## config.mk

```make
export PLATFORM = sky130hd
export DESIGN_NAME = period_meas
export DESIGN_NICKNAME = d
export VERILOG_FILES = /design/src/rtl/period_meas.sv
export SDC_FILE = /design/constraint.sdc
export NUM_CORES = 1
export LEC_CHECK = 0
export ABC_AREA = 1
export CAP_MARGIN = 0
export CORE_ASPECT_RATIO = 1.2
export CORE_MARGIN = 5
export CORE_UTILIZATION = 51
export DETAILED_ROUTE_END_ITERATION = 6
export PLACE_DENSITY = 0.7
export SLEW_MARGIN = 5
export SYNTH_ARGS = -nofsm -noshare
export SYNTH_HDL_FRONTEND = slang
export SYNTH_SLANG_ARGS = --single-unit
export TNS_END_PERCENT = 30
```

## constraint.sdc

```tcl
create_clock -name clk -period 3.4 [get_ports clk]
set_input_delay 0.51 -clock clk [delete_from_list [all_inputs] [get_ports clk]]
set_output_delay 0.51 -clock clk [all_outputs]
set_load 0.005 [all_outputs]
```

## src/rtl/period_meas.sv

```systemverilog
// -----------------------------------------------------------------------------
// period_meas
//   Measures the period of an asynchronous reference clock (ref_in) in units of
//   the local sampling clock and qualifies it as stable once STABLE_CNT
//   consecutive periods agree with their predecessor to within TOL cycles.
//
// Ports
//   clk           in   sampling clock, everything updates on its rising edge
//   RST           in   synchronous reset, active low (priority over PWRDWN)
//   PWRDWN        in   power-down, active high, behaves like reset
//   ref_in        in   asynchronous reference clock
//   ref_period    out  last measured period in clk cycles (0 = none)
//   period_stable out  ref_period is trusted
//   meas_valid    out  one-cycle pulse with every new measured ref_period
//   lock_lost     out  one-cycle pulse when period_stable drops (not on reset)
//   dbg_state     out  current FSM state (IDLE=0, ARM=1, MEASURE=2, STABLE=3)
//
// Handshake: there is no back-pressure; meas_valid is a pure strobe that is
// high for exactly the one cycle in which ref_period takes its new value.
// -----------------------------------------------------------------------------
module period_meas #(
  parameter int unsigned STABLE_CNT  = 4,
  parameter int unsigned TOL         = 1,
  parameter int unsigned TIMEOUT     = 65535,
  parameter int unsigned SYNC_STAGES = 2
) (
  input  logic        clk,
  input  logic        RST,
  input  logic        PWRDWN,
  input  logic        ref_in,
  output logic [31:0] ref_period,
  output logic        period_stable,
  output logic        meas_valid,
  output logic        lock_lost,
  output logic [1:0]  dbg_state
);

  typedef enum logic [1:0] {IDLE = 2'd0, ARM = 2'd1, MEASURE = 2'd2, STABLE = 2'd3} state_t;

  localparam logic [31:0] TIMEOUT_C = 32'(TIMEOUT);
  localparam logic [32:0] TOL_C     = 33'(TOL);
  localparam logic [7:0]  STABLE_C  = 8'(STABLE_CNT);

  state_t                 state_q, state_d;
  logic [SYNC_STAGES-1:0] sync_q, sync_d;
  logic                   sync_dly_q, sync_dly_d;
  logic [31:0]            cnt_q, cnt_d;
  logic [31:0]            ref_period_q, ref_period_d;
  logic [7:0]             mcnt_q, mcnt_d;
  logic                   have_prev_q, have_prev_d;
  logic                   period_stable_q, period_stable_d;
  logic                   meas_valid_q, meas_valid_d;
  logic                   lock_lost_q, lock_lost_d;

  logic                   clear;
  logic                   rise;
  logic                   timeout;
  logic [32:0]            diff;
  logic [32:0]            abs_diff;
  logic                   match;
  logic [7:0]             mcnt_inc;
  logic                   reach_stable;

  // Power-down is handled exactly like reset.
  assign clear = !RST || PWRDWN;

  assign sync_d     = {sync_q[SYNC_STAGES-2:0], ref_in};
  assign sync_dly_d = sync_q[SYNC_STAGES-1];
  assign rise       = sync_q[SYNC_STAGES-1] & ~sync_dly_q;

  // An edge arriving together with the timeout is a measurement, not a loss.
  assign timeout = (cnt_q == TIMEOUT_C) && !rise;

  // 33-bit difference so the sign bit is available for the absolute value.
  assign diff     = {1'b0, cnt_q} - {1'b0, ref_period_q};
  assign abs_diff = diff[32] ? (~diff + 33'd1) : diff;
  assign match    = have_prev_q && (abs_diff <= TOL_C);

  assign mcnt_inc     = (mcnt_q >= STABLE_C) ? STABLE_C : (mcnt_q + 8'd1);
  assign reach_stable = match && (mcnt_inc == STABLE_C);

  // State register and all datapath flops.
  always_ff @(posedge clk) begin
    if (clear) begin
      state_q         <= IDLE;
      sync_q          <= '0;
      sync_dly_q      <= 1'b0;
      cnt_q           <= '0;
      ref_period_q    <= '0;
      mcnt_q          <= '0;
      have_prev_q     <= 1'b0;
      period_stable_q <= 1'b0;
      meas_valid_q    <= 1'b0;
      lock_lost_q     <= 1'b0;
    end else begin
      state_q         <= state_d;
      sync_q          <= sync_d;
      sync_dly_q      <= sync_dly_d;
      cnt_q           <= cnt_d;
      ref_period_q    <= ref_period_d;
      mcnt_q          <= mcnt_d;
      have_prev_q     <= have_prev_d;
      period_stable_q <= period_stable_d;
      meas_valid_q    <= meas_valid_d;
      lock_lost_q     <= lock_lost_d;
    end
  end

  // Next-state logic.
  always_comb begin
    state_d = state_q;
    case (state_q)
      IDLE:    state_d = ARM;
      ARM:     if (rise) state_d = MEASURE;
      MEASURE: begin
        if (rise && reach_stable) state_d = STABLE;
        else if (timeout)         state_d = ARM;
      end
      STABLE: begin
        if (rise && !match) state_d = MEASURE;
        else if (timeout)   state_d = ARM;
      end
      default: state_d = IDLE;
    endcase
  end

  // Output / datapath logic.
  always_comb begin
    ref_period_d = ref_period_q;
    mcnt_d       = mcnt_q;
    have_prev_d  = have_prev_q;
    meas_valid_d = 1'b0;

    // Free-running period counter; saturates so a dead reference never wraps.
    if (state_q == IDLE)          cnt_d = '0;
    else if (rise)                cnt_d = 32'd1;
    else if (cnt_q < TIMEOUT_C)   cnt_d = cnt_q + 32'd1;
    else                          cnt_d = cnt_q;

    case (state_q)
      ARM: begin
        if (rise) begin
          mcnt_d      = '0;
          have_prev_d = 1'b0;
        end
      end
      MEASURE, STABLE: begin
        if (rise) begin
          ref_period_d = cnt_q;
          meas_valid_d = 1'b1;
          have_prev_d  = 1'b1;
          mcnt_d       = match ? mcnt_inc : 8'd0;
        end else if (timeout) begin
          ref_period_d = '0;
          mcnt_d       = '0;
          have_prev_d  = 1'b0;
        end
      end
      default: ;
    endcase

    // A zero period is never reported as stable.
    period_stable_d = (state_d == STABLE) && (ref_period_d != 32'd0);
    lock_lost_d     = (state_q == STABLE) && (state_d != STABLE);
  end

  assign ref_period    = ref_period_q;
  assign period_stable = period_stable_q;
  assign meas_valid    = meas_valid_q;
  assign lock_lost     = lock_lost_q;
  assign dbg_state     = state_q;

endmodule

```

[Word level (Yosys, flattened, before mapping)]
Index checks and enable logic that the tools add are counted.
Cells by class
  $add $sub $neg: 4
  multipliers: 0
  divide/modulo/power cells: 0
  order comparisons: 3
  equality and inequality tests: 9
  shift operators: 0
  muxes and demuxes: 22
  bitwise logic cells: 4
  reductions and logical operators: 20
Operator list (number)
  2-to-1 mux 32 bit: 3
  2-to-1 mux 8 bit: 5
  adder 33 x 1 -> 33 bit (second input constant): 1
  less-or-equal comparator 33 x 1 -> 1 bit (second input constant): 1
  2-to-1 mux 33 bit: 1
  inverter 33 bit: 1
  subtractor 32 x 32 -> 33 bit: 1
  adder 32 x 1 -> 32 bit (second input constant): 1
  == test 32 x 16 -> 1 bit (second input constant): 1
  < comparator 32 x 16 -> 1 bit (second input constant): 1
  nonzero test 32 bit: 1
  case mux 8 bit (2 select lines): 1
  adder 8 x 1 -> 8 bit (second input constant): 1
  == test 8 x 3 -> 1 bit (second input constant): 1
  >= comparator 8 x 3 -> 1 bit (second input constant): 1
  2-to-1 mux 2 bit: 4
  case mux 2 bit (4 select lines): 1
  logical AND 1 bit: 7
  == test 2 bit (second input constant): 3
  2-to-1 mux 1 bit: 6
  OR reduction 2 bit: 3
  != test 2 bit (second input constant): 2
  nonzero test 2 bit: 2
  zero test 1 bit: 3
  9 further kinds: 10
Word-level totals
  register bits after elaboration: 81
  bits in latches: 0
  RAM bits: 0
  memory bits (read-only): 0
  output and inout port bits: 37
  word-level logic and storage cells: 73
  memories kept: 0

[Longest topological paths before layout]
Gate-level depths: netlist of the first run.
  depth after elaboration: 12
  depth in mapped cells: 30
  mapped depth without buffers: 30

[Least setup slack after synthesis of the first run]
No wires, ideal clock.
  path kind: register -> register
  from: register cnt_q[0]
  to: register mcnt_q[0]
  setup time: 0.070 ns
  arrival time: 3.034 ns
  data required time: 3.330 ns
  slack: 0.296 ns
  cell stages (with the launch flop): 25
  path buffers: 0
  period minus slack after synthesis: 3.104 ns
  cells stage by stage: dfxtp_1 inv_1 ha_1 fa_1 ha_1 inv_1 nor2_1 nand3_1 nor2_1 nand2_1 nor2_2 nand3_1 nor2_2 nand2_1 nand3_1 nand2_1 nor2_1 nand2_1 nor2_1 nand2_1 nor2_2 nand3_2 nor2_2 nand3_1 a21oi_1
On the way
  word-level cells in the longest chain between the ends: 9
Ends and longest elaborated chain
  from (decl): line 47  | logic [31:0] cnt_q, cnt_d;
  from (signal assigned): line 99  | cnt_q <= cnt_d;
  subtractor 32 x 32 -> 33 bit: line 75  | assign diff = {1'b0, cnt_q} - {1'b0, ref_period_q};
  inverter 33 bit: line 76  | assign abs_diff = diff[32] ? (~diff + 33'd1) : diff;
  adder 33 x 1 -> 33 bit: line 76
  2-to-1 mux 33 bit: line 76
  less-or-equal comparator 33 x 1 -> 1 bit: line 77  | assign match = have_prev_q && (abs_diff <= TOL_C);
  logical AND 1 bit: line 77
  2-to-1 mux 8 bit: line 152  | mcnt_d = match ? mcnt_inc : 8'd0;
  2-to-1 mux 8 bit: line 148  | if (rise) begin
  case mux 8 bit (2 select lines): line 140  | case (state_q)
  to (signal assigned): line 101  | mcnt_q <= mcnt_d;
  to (decl): line 49  | logic [7:0] mcnt_q, mcnt_d;
Several ways; a longest one is shown, not always the timed one.
A chain may end at the register's enable or synchronous reset.

[Worst setup path after layout of the first run]
  from: register cnt_q[0]
  to: register period_stable_q (netlist: period_stable)
On the way
  word-level cells in the longest chain between the ends: 12
Ends and longest elaborated chain
  subtractor 32 x 32 -> 33 bit: line 75
  inverter 33 bit: line 76
  adder 33 x 1 -> 33 bit: line 76
  2-to-1 mux 33 bit: line 76
  less-or-equal comparator 33 x 1 -> 1 bit: line 77
  logical AND 1 bit: line 77
  zero test 1 bit or logical AND 1 bit (tied branches): line 120, 80
  logical AND 1 bit, on equally long branches: line 120, 116
  2-to-1 mux 2 bit, on equally long branches: line 120, 116
  case mux 2 bit (4 select lines): line 112  | case (state_q)
  == test 2 bit: line 163  | period_stable_d = (state_d == STABLE) && (ref_period_d != 32'd0);
  logical AND 1 bit *: line 163
  to (signal assigned): line 103  | period_stable_q <= period_stable_d;
  to (decl): line 51  | logic period_stable_q, period_stable_d;
Mark *: on every way between the ends. The rest lies on a longest branch, timed or not.

==> flow_metrics.tcl, run 1 <==
set metrics [dict create \
    peakVddDrop_v 0.000371 \
    synth_top_area_share_pct 22.8 \
    grt_start_max_net_pins 46 \
    hold_class "flop to flop" \
    grt_pass1_vias 7926 \
    netlist_area_um2 7120 \
    dieArea_um2 16400 \
    hold_viol 0 \
    gp_congestion 0.990 \
    path_class "flop to flop" \
    worstSkewPairLatency_ns 0.34 \
    end_kind "flop" \
    drc 0 \
    worst_slew_pin_slew_ns 0.773 \
    layout.nets 1415 \
    ys_seq_elements 81 \
    rows 47 \
    r2r_slack_ns 0.07 \
    whs_path_depth 2 \
    grt_pass1_wl_um 36700 \
    avgSynthCellArea_um2 5.74 \
    io_buffers 40 \
    synth_cell_types 43 \
    initial_core_util_pct 51.7 \
    post_drt_wl_per_cell_um 14.5 \
    synth_edf_count 0 \
    die_w_um 118 \
    place_area_um2 8300 \
    yosys.cell_count.top_type "nand2_1" \
    cp-start-kind "flop" \
    ys_top_cells_by_area "dfxtp_1, nand2_1, inv_1, nor2_1, nand3_1" \
    ys_seq_area_share_pct 22.8 \
    max_freq_mhz 300 \
    routed_wl_um 22500 \
    post-route-util_pct 66.4 \
    status "finished, final reports clean" \
    worstReg2RegStart "cnt_q[0]$_SDFFE_PP0P_" \
    clk_pin_slew_ns 0.06 \
    dr.pass1.iters 6 \
    async_reset_ff_share_pct 0 \
    whs_endpoint "sync_q[1]$_SDFF_PP0_" \
    finClkSkew_ns 0.00442 \
    synth_top_area_cell "dfxtp_1" \
    crit_chain "inv_2 -> ha_4 -> fa_2 -> ha_4 -> inv_2 -> nor2_4 -> nand3_1 -> nor2_1 -> nand2_2 -> nor2_4 -> nand3_2 -> nor2_4 -> nand3_2 -> nand2_1 -> nand3_1 -> nand2_1 -> nand4_1 -> nor2_4 -> buf_4 -> nand4_1 -> nand3_2 -> nand2_2 -> nor2_2" \
    p_leak_nw 4.91 \
    rsz0062_at_grt "yes" \
    antenna_found_initial 0 \
    synthesis.nets 1281 \
    netlist_instances 1240 \
    drtIter0Drc 683 \
    crit_slowest_cell "fa_2" \
    fillers 1279 \
    drive_gt1_share_pct 20.5 \
    ios 41 \
    cap_viol_max_count 0 \
    cts_tree "done" \
    cts_buffers 9 \
    htreeDepth 3 \
    viasPerCell 5.34 \
    core_um2 13800 \
    synth_warnings 0 \
    die_y_um 139 \
    path_depth 23 \
    slew_viol_final 0 \
    cts-root-buf "clkbuf_16" \
    cts.sinks 81 \
    worstPathArrival_ns 3.61 \
    grt_overflow_total 0 \
    critical_path.top_delay_family "simple AND/OR/NAND/NOR gates" \
    syn2layout_area_growth_pct 28.3 \
    finalCritPeriodShare_pct 97.9 \
    power_density_nw_per_um2 211 \
    fin_area_um2 9130 \
    clockBufferDepth 2 \
    num_vias 8279 \
    cp_num_buf_inv 3 \
    post-place-ws_ns -0.126 \
    dp_hpwl_um 17500 \
    drtAntennaViolNets 0 \
    ys.flop_type "dfxtp_1" \
    cpMostUsedCell "nor2_4" \
    required_ns 3.68 \
    r2r_end "period_stable$_SDFF_PP0_" \
    hold_buffers 0 \
    r2r_cells 23 \
    min_period_ns 3.33 \
    setup_viol_count_final 0 \
    hp-start "sync_q[0]$_SDFF_PP0_" \
    grt.total_usage_pct 26.5 \
    crit_fanout 3 \
    cpPeakStageDelay_ns 0.58 \
    n_antenna_cell 0 \
    whs_ns 0.420 \
    layout_setup_ws_ns 0.0700 \
    synth_common_cells "nand2_1, inv_1, nor2_1, nand3_1, dfxtp_1" \
    relSlewSlack_pct 48.4 \
]
[logic make-up after synthesis]
group	share of synthesized area [%]
xor+xnor	0.738
fa+ha+maj	6.61
buf+inv	13.4
compound gates	10.0
simple gates	46.4
flops	22.8
[power breakdown]
part	internal [mW]	total (mW)	switching (mW)
registers	0.951	0.952	0.00155
logic	0.0298	0.0786	0.0488
clock network	0.499	0.896	0.397
total	1.48	1.93	0.448
[placed cells by master, fill, tap and decap left out, types with 4 or more instances in the layout]
master | synthesis | routed
a22oi_1 | 12 | 12
inv_2 | 11 | 15
ha_1 | 36 | 18
o21ai_1 | 2 | 5
nand2_2 | 25 | 45
nor2_1 | 154 | 135
nand3b_1 | 7 | 7
nor2_2 | 18 | 28
nor4_1 | 6 | 5
a21oi_1 | 48 | 40
nor2_4 | 5 | 14
nand3_1 | 96 | 85
nand2_1 | 364 | 343
o21ai_0 | 27 | 24
o21bai_1 | 4 | 4
dfxtp_1 | 81 | 76
nor3_1 | 21 | 19
a21oi_2 | 2 | 11
buf_4 | 2 | 96
nand3_2 | 9 | 19
ha_4 | 0 | 13
ha_2 | 0 | 5
inv_1 | 223 | 219
xor2_1 | 5 | 5
clkdlybuf4s50_1 | 0 | 40
nand4_1 | 34 | 34
dfxtp_2 | 0 | 5
nor3_2 | 2 | 4
clkbuf_16 | 0 | 9
o22ai_1 | 15 | 15
[state kept, by name, summed over array words and instances (netlist names)]
signal / cells
dbg_state: 2
sync_dly_q: 1
lock_lost: 1
mcnt_q: 8
have_prev_q: 1
period_stable: 1
cnt_q: 32
sync_q: 2
ref_period: 32
meas_valid: 1
[how the worst max path moves through the flow]
| stage | startpoint | endpoint | slack, ns |
|---|---|---|---|
| global placement | ref_period[3]$_SDFF_PP0_ | mcnt_q[1]$_SDFFE_PP0P_ | -0.03 |
| finish | cnt_q[0]$_SDFFE_PP0P_ | period_stable$_SDFF_PP0_ | 0.07 |
| floorplan | cnt_q[0]$_SDFFE_PP0P_ | mcnt_q[0]$_SDFFE_PP0P_ | 0.30 |
| CTS | ref_period[6]$_SDFF_PP0_ | period_stable$_SDFF_PP0_ | 0.0004 |
| global route | ref_period[15]$_SDFF_PP0_ | period_stable$_SDFF_PP0_ | -0.19 |
| detailed placement | cnt_q[0]$_SDFFE_PP0P_ | mcnt_q[1]$_SDFFE_PP0P_ | -0.13 |
[stage by stage]
| stage | std cells | TNS, ns | power [mW] |
|---|---|---|---|
| 4_1_cts | 1544 | 0 | 1.93 |
| 3_5_place_dp | 1521 | -0.567 | 1.04 |
| 3_3_place_gp | 1521 | -0.107 | 1.04 |
| 2_1_floorplan | 1240 | 0 | 1.02 |
| 5_1_grt | 1550 | -0.984 | 1.99 |
| 6_report | 1550 | 0 | 1.93 |
[repair_timing]
action                                  CTS  global route
buffers inserted                          6             6
pin swaps                                19            23
resized for setup                        35            81
endpoints found under the setup margin    6             6
gates cloned                              1             0
[cell type report]
cell class | instances | area (um^2) | share of cell area [%]
sequential | 81 | 1630 | 17.8
clock inverter | 7 | 55.1 | 0.603
tap | 171 | 214 | 2.34
timing repair buffer | 137 | 1130 | 12.4
inverter | 236 | 886 | 9.70
clock buffer | 9 | 225 | 2.47
multi-input combinational | 909 | 4990 | 54.7
[routing by layer]
layer	share of wire, %	GRT usage (%)	vias up
li1	-	-	4188
met1	44	34.4	3760
met2	47	45.2	273
met3	5.0	2.92	58
met4	3.5	9.66	0
met5	0	0	-
[worst reg2reg max path, stage by stage, from the launching register on]
cell	delay [ns]
dfxtp_2	0.34
inv_2	0.05
ha_4	0.15
fa_2	0.59
ha_4	0.15
inv_2	0.04
nor2_4	0.10
nand3_1	0.08
nor2_1	0.12
nand2_2	0.09
nor2_4	0.14
nand3_2	0.13
nor2_4	0.14
nand3_2	0.11
nand2_1	0.11
nand3_1	0.07
nand2_1	0.07
nand4_1	0.13
nor2_4	0.17
buf_4	0.14
nand4_1	0.10
nand3_2	0.12
nand2_2	0.07
nor2_2	0.08
Power figures use the tool's default switching activity.
==> run 2: changes to the inputs <==
--- a/config.mk
+++ b/config.mk
@@ -10,6 +10,7 @@
 export CORE_ASPECT_RATIO = 1.2
 export CORE_MARGIN = 5
 export CORE_UTILIZATION = 51
+export CTS_CLUSTER_DIAMETER = 120
 export DETAILED_ROUTE_END_ITERATION = 6
 export PLACE_DENSITY = 0.7
 export SLEW_MARGIN = 5
==> constraint.sdc (replaced) <==
create_clock -name clk -period 3.8 [get_ports clk]
set_input_delay 0.57 -clock clk [delete_from_list [all_inputs] [get_ports clk]]
set_output_delay 0.57 -clock clk [all_outputs]
set_load 0.005 [all_outputs]
==> flow_metrics.tcl, run 2 (same netlist as run 1, synthesis figures left out) <==
set metrics [dict create \
    status "finished, final reports clean" \
    m1WireLength_um 9680 \
    fillers 1429 \
    multi_input_area_um2 4690 \
    cp_num_buf_inv 2 \
    final_common_cell "nand2_1" \
    post-place-ws_ns 0.0118 \
    r2r_cells 24 \
    crit_start "cnt_q[0]$_SDFFE_PP0P_" \
    cp-endpoint "mcnt_q[0]$_SDFFE_PP0P_" \
    cap_viol_max_count 0 \
    cts_tree "done" \
    grt.total_usage_pct 24.9 \
    peakVddDrop_v 0.000306 \
    critical_path.top_delay_family "simple AND/OR/NAND/NOR gates" \
    cpPeakStageDelay_ns 0.58 \
    path_class "flop to flop" \
    gp_congestion 0.964 \
    cts_buffers 9 \
    syn2layout_area_growth_pct 16.4 \
    drc 0 \
    rows 47 \
    max_freq_mhz 281 \
    cts.sinks 81 \
    grt_pass1_vias 7174 \
    routed_wl_um 21100 \
    dr.pass1.iters 5 \
    die_y_um 139 \
    num_vias 7884 \
    clockBufferDepth 2 \
    finalCritPeriodShare_pct 93.5 \
    required_ns 4.05 \
    clk_pin_slew_ns 0.06 \
    io_buffers 40 \
    layout_common_cells "nand2_1, inv_1, nor2_1" \
    power_density_nw_per_um2 204 \
    layout.nets 1344 \
    p_leak_nw 4.48 \
    n_antenna_cell 0 \
    worstPathArrival_ns 3.81 \
    layout_setup_ws_ns 0.247 \
    met2WireLength_um 9770 \
    hold_class "flop to flop" \
    tns_ns 0 \
    crit_fanout 4 \
    relSlewSlack_pct 45.5 \
    setup_viol_count_final 0 \
    dp_cells 1455 \
    end_kind "flop" \
    worst_slew_pin_slew_ns 0.818 \
    crit_slowest_cell "fa_2" \
    antenna_found_initial 0 \
    worstSkewPairLatency_ns 0.33 \
    grt_overflow_total 0 \
    r2r_end "mcnt_q[0]$_SDFFE_PP0P_" \
    viasPerCell 5.33 \
    drive_gt1_share_pct 11.7 \
    ios 41 \
    dieArea_um2 16400 \
    drtAntennaViolNets 0 \
    min_period_ns 3.55 \
    hold_buffers 0 \
    htreeDepth 3 \
    wl_met3_um 1070 \
    dr.max_layer_used "met4" \
    hold_viol 0 \
    cp-start-kind "flop" \
    die_w_um 118 \
    grt_pass1_wl_um 34300 \
    stdcell_count 1479 \
    dp_hpwl_um 17000 \
    path_depth 24 \
    post_drt_wl_per_cell_um 14.2 \
    worstReg2RegStart "cnt_q[0]$_SDFFE_PP0P_" \
    crit_chain "inv_1 -> ha_2 -> fa_2 -> ha_2 -> inv_1 -> nor2_4 -> nand3_2 -> nor2_2 -> nand2_2 -> nor2_4 -> nand3_1 -> nor2_2 -> nand2_1 -> nand3_1 -> nand2_1 -> nor2_1 -> nand2_1 -> nor2_2 -> nand2_1 -> nor2_2 -> nand3_4 -> nor2_4 -> nand3_1 -> a21oi_1" \
    regArea_um2 1620 \
    cts-root-buf "clkbuf_16" \
    grt_start_max_net_pins 46 \
    slew_viol_final 0 \
    drtIter0Drc 630 \
    r2r_slack_ns 0.25 \
    core_um2 13800 \
    finClkSkew_ns 0.00793 \
    initial_core_util_pct 51.7 \
]
-- run 2: cell types whose count changed in the layout (fill, tap and decap cells not counted), moves of 5 or more --
cell | previous run | this run
buf_4 | 96 | 25
ha_4 | 13 | 0
nand2_2 | 45 | 32
nand2_1 | 343 | 355
ha_1 | 18 | 29
nor2_1 | 135 | 145
nand3_1 | 85 | 94
nand3_2 | 19 | 10
nor2_2 | 28 | 21
a21oi_1 | 40 | 45
a21oi_2 | 11 | 6
-- run 2: power breakdown --
group / leakage (nW) / internal, mW / switching [mW]
sequential: 0.653 / 0.851 / 0.00131
clock: 0.122 / 0.440 / 0.333
combinational: 3.71 / 0.0209 / 0.0404
total: 4.48 / 1.31 / 0.375
-- run 2: timing repair --
action,CTS,global route
hold endpoints to repair,0,0
endpoints found under the setup margin,3,6
setup buffers,0,7
pin swaps,0,14
gates resized for setup,1,42
cloned,0,1
-- run 2: cell type report --
class	instances	area share [%]
inverter	236	10.7
clock buffer	11	2.81
clock inverter	5	0.393
multi-input combinational	909	56.6
timing repair buffer	66	7.34
sequential	81	19.6
tap	171	2.58
-- run 2: worst min path at each step --
stage,start,endpoint,slack [ns],cells after the start
after floorplan,sync_q[0]$_SDFF_PP0_,sync_q[1]$_SDFF_PP0_,0.39,2
after global placement,sync_q[0]$_SDFF_PP0_,sync_q[1]$_SDFF_PP0_,0.40,2
after detailed placement,sync_q[0]$_SDFF_PP0_,sync_q[1]$_SDFF_PP0_,0.41,2
after CTS,sync_q[0]$_SDFF_PP0_,sync_q[1]$_SDFF_PP0_,0.42,2
after global routing,sync_q[0]$_SDFF_PP0_,sync_q[1]$_SDFF_PP0_,0.43,2
final,sync_q[0]$_SDFF_PP0_,sync_q[1]$_SDFF_PP0_,0.42,2
-- run 2: through the flow --
| stage | hold slack, ns | util, % | instance area, um^2 | power (mW) |
|---|---|---|---|---|
| after floorplan | 0.394 | - | 7120 | 0.911 |
| after global placement | 0.404 | 56.7 | 7810 | 0.927 |
| after detailed placement | 0.408 | 56.7 | 7810 | 0.927 |
| after CTS | 0.417 | 58.7 | 8080 | 1.69 |
| after global routing | 0.426 | 60.2 | 8280 | 1.75 |
| final | 0.416 | 60.2 | 8280 | 1.69 |
-- run 2: worst reg2reg max path, cell delays in order, from the launching register on --
cell     delay, ns
dfxtp_2       0.35
inv_1         0.08
ha_2          0.19
fa_2          0.58
ha_2          0.19
inv_1         0.06
nor2_4        0.11
nand3_2       0.10
nor2_2        0.12
nand2_2       0.08
nor2_4        0.10
nand3_1       0.11
nor2_2        0.18
nand2_1       0.09
nand3_1       0.08
nand2_1       0.07
nor2_1        0.10
nand2_1       0.08
nor2_2        0.12
nand2_1       0.07
nor2_2        0.15
nand3_4       0.12
nor2_4        0.12
nand3_1       0.09
a21oi_1       0.13
-- run 2: metal layers --
layer	global-route usage (%)	vias to the layer above
met5	0	-
met4	7.79	0
met3	2.60	48
met2	41.8	222
met1	33.7	3568
li1	-	4046
==> run 3: changes to the inputs <==
--- a/config.mk
+++ b/config.mk
@@ -8,7 +8,7 @@
 export ABC_AREA = 1
 export CAP_MARGIN = 0
 export CORE_ASPECT_RATIO = 1.2
-export CORE_MARGIN = 5
+export CORE_MARGIN = 2
 export CORE_UTILIZATION = 51
 export CTS_CLUSTER_DIAMETER = 120
 export DETAILED_ROUTE_END_ITERATION = 6
==> flow_metrics.tcl, run 3 (same netlist as run 1, synthesis figures left out) <==
set metrics [dict create \
    slew_viol_final 0 \
    hold_class "flop to flop" \
    required_ns 4.07 \
    post_drt_wl_per_cell_um 14.2 \
    relSlewSlack_pct 47.9 \
    peakVddDrop_v 0.000371 \
    grt_pass1_vias 7170 \
    gp_congestion 0.938 \
    critical_path.top_delay_family "simple AND/OR/NAND/NOR gates" \
    core_um2 13700 \
    cpMostUsedCell "nor2_4" \
    finClkSkew_ns 0.00624 \
    cp_num_buf_inv 2 \
    die_w_um 112 \
    dieArea_um2 14900 \
    die_y_um 133 \
    cp-start-kind "flop" \
    path_class "flop to flop" \
    final_common_cell "nand2_1" \
    p_leak_nw 4.49 \
    end_kind "flop" \
    worst_slew_pin_slew_ns 0.781 \
    htreeDepth 3 \
    tns_ns 0 \
    layout_setup_ws_ns 0.233 \
    status "finished, final reports clean" \
    cpPeakStageDelay_ns 0.61 \
    num_vias 7808 \
    syn2layout_area_growth_pct 16.0 \
    layout_common_cells "nand2_1, inv_1, nor2_1" \
    drc 0 \
    hold_viol 0 \
    worstSkewPairLatency_ns 0.34 \
    crit_fanout 4 \
    crit_chain "inv_2 -> ha_2 -> fa_2 -> ha_2 -> inv_1 -> nor2_4 -> nand3_1 -> nor2_1 -> nand2_2 -> nor2_4 -> nand3_2 -> nor2_4 -> nand3_2 -> nand2_1 -> nand3_1 -> nand2_1 -> nand4_1 -> nor2_4 -> nand3_2 -> nor2_4 -> nand3_1 -> a21oi_1" \
    post-place-ws_ns 0.127 \
    clockBufferDepth 2 \
    n_antenna_cell 0 \
    cts-root-buf "clkbuf_16" \
    io_buffers 40 \
    min_period_ns 3.57 \
    power_density_nw_per_um2 208 \
    drtAntennaViolNets 0 \
    worstPathArrival_ns 3.83 \
    viasPerCell 5.29 \
    rows 47 \
    routed_wl_um 20900 \
    grt.total_usage_pct 27.3 \
    grt_start_max_net_pins 46 \
    setup_viol_count_final 0 \
    cts.sinks 81 \
    drtIter0Drc 509 \
    finalCritPeriodShare_pct 93.9 \
    dr.pass1.iters 5 \
    cts_tree "done" \
    max_freq_mhz 280 \
    clk_pin_slew_ns 0.06 \
    dp_hpwl_um 16700 \
    drive_gt1_share_pct 11.7 \
    antenna_found_initial 0 \
    ios 41 \
    grt_overflow_total 0 \
    layout.nets 1341 \
    grt_pass1_wl_um 33600 \
    crit_slowest_cell "fa_2" \
    cts_buffers 9 \
    cap_viol_max_count 0 \
    initial_core_util_pct 52.0 \
]
run 3: cell types whose count changed in the layout (fill, tap and decap cells not counted), sizes merged:
| cell | previous run | this run |
|---|---|---|
| buf | 26 | 23 |
| clkbuf | 11 | 9 |
| clkinv | 4 | 6 |
| clkinvlp | 3 | 2 |
| inv | 234 | 235 |
run 3: what timing repair did:
item / in CTS / in global routing
resized for setup: 0 / 42
endpoints found under the setup margin: 0 / 6
buffers inserted: 0 / 1
hold buffers: 0 / 0
run 3: area by class of cell:
cell class,instances,area [um^2]
Tap cell,171,214
Timing Repair Buffer,63,573
Clock buffer,9,225
Clock inverter,7,55.1
Inverter,236,886
Multi-Input combinational cell,909,4680
Fill cell,1368,5440
Sequential cell,81,1620
run 3: stage by stage:
step | util (%) | area [um^2] | cells | hold WS (ns) | power [mW]
global route | 60.3 | 8260 | 1476 | 0.435 | 1.77
finish | 60.3 | 8260 | 1476 | 0.412 | 1.72
global placement | 57.1 | 7830 | 1458 | 0.394 | 0.927
detailed placement | 57.1 | 7830 | 1458 | 0.404 | 0.927
CTS | 59.2 | 8110 | 1474 | 0.414 | 1.72
floorplan | - | 7120 | 1240 | 0.394 | 0.911
run 3: path summary, 6_finish.rpt:
path	from	to	slack, ns	cells after the start
worst max-delay path	cnt_q[0]$_SDFFE_PP0P_	mcnt_q[1]$_SDFFE_PP0P_	0.23	22
worst min-delay path	sync_q[0]$_SDFF_PP0_	sync_q[1]$_SDFF_PP0_	0.41	2
worst max register to register	cnt_q[0]$_SDFFE_PP0P_	mcnt_q[1]$_SDFFE_PP0P_	0.23	22
worst min register to register	sync_q[0]$_SDFF_PP0_	sync_q[1]$_SDFF_PP0_	0.41	2
run 3: layer usage:
layer	routed length, um	GRT usage [%]
met1	9750	36.7
met4	601	10.6
met3	900	2.00
met5	0	0
met2	9690	45.7
run 3: tightest hold or removal path, stage by stage (launching register included):
cell and delay (ns):
dfxtp_1 0.29, inv_1 0.04, nor2_1 0.04
run 3: power by group:
| group | switching [mW] | internal [mW] |
|---|---|---|
| clock | 0.358 | 0.446 |
| combinational | 0.0408 | 0.0211 |
| sequential | 0.00151 | 0.851 |
| total | 0.400 | 1.32 |
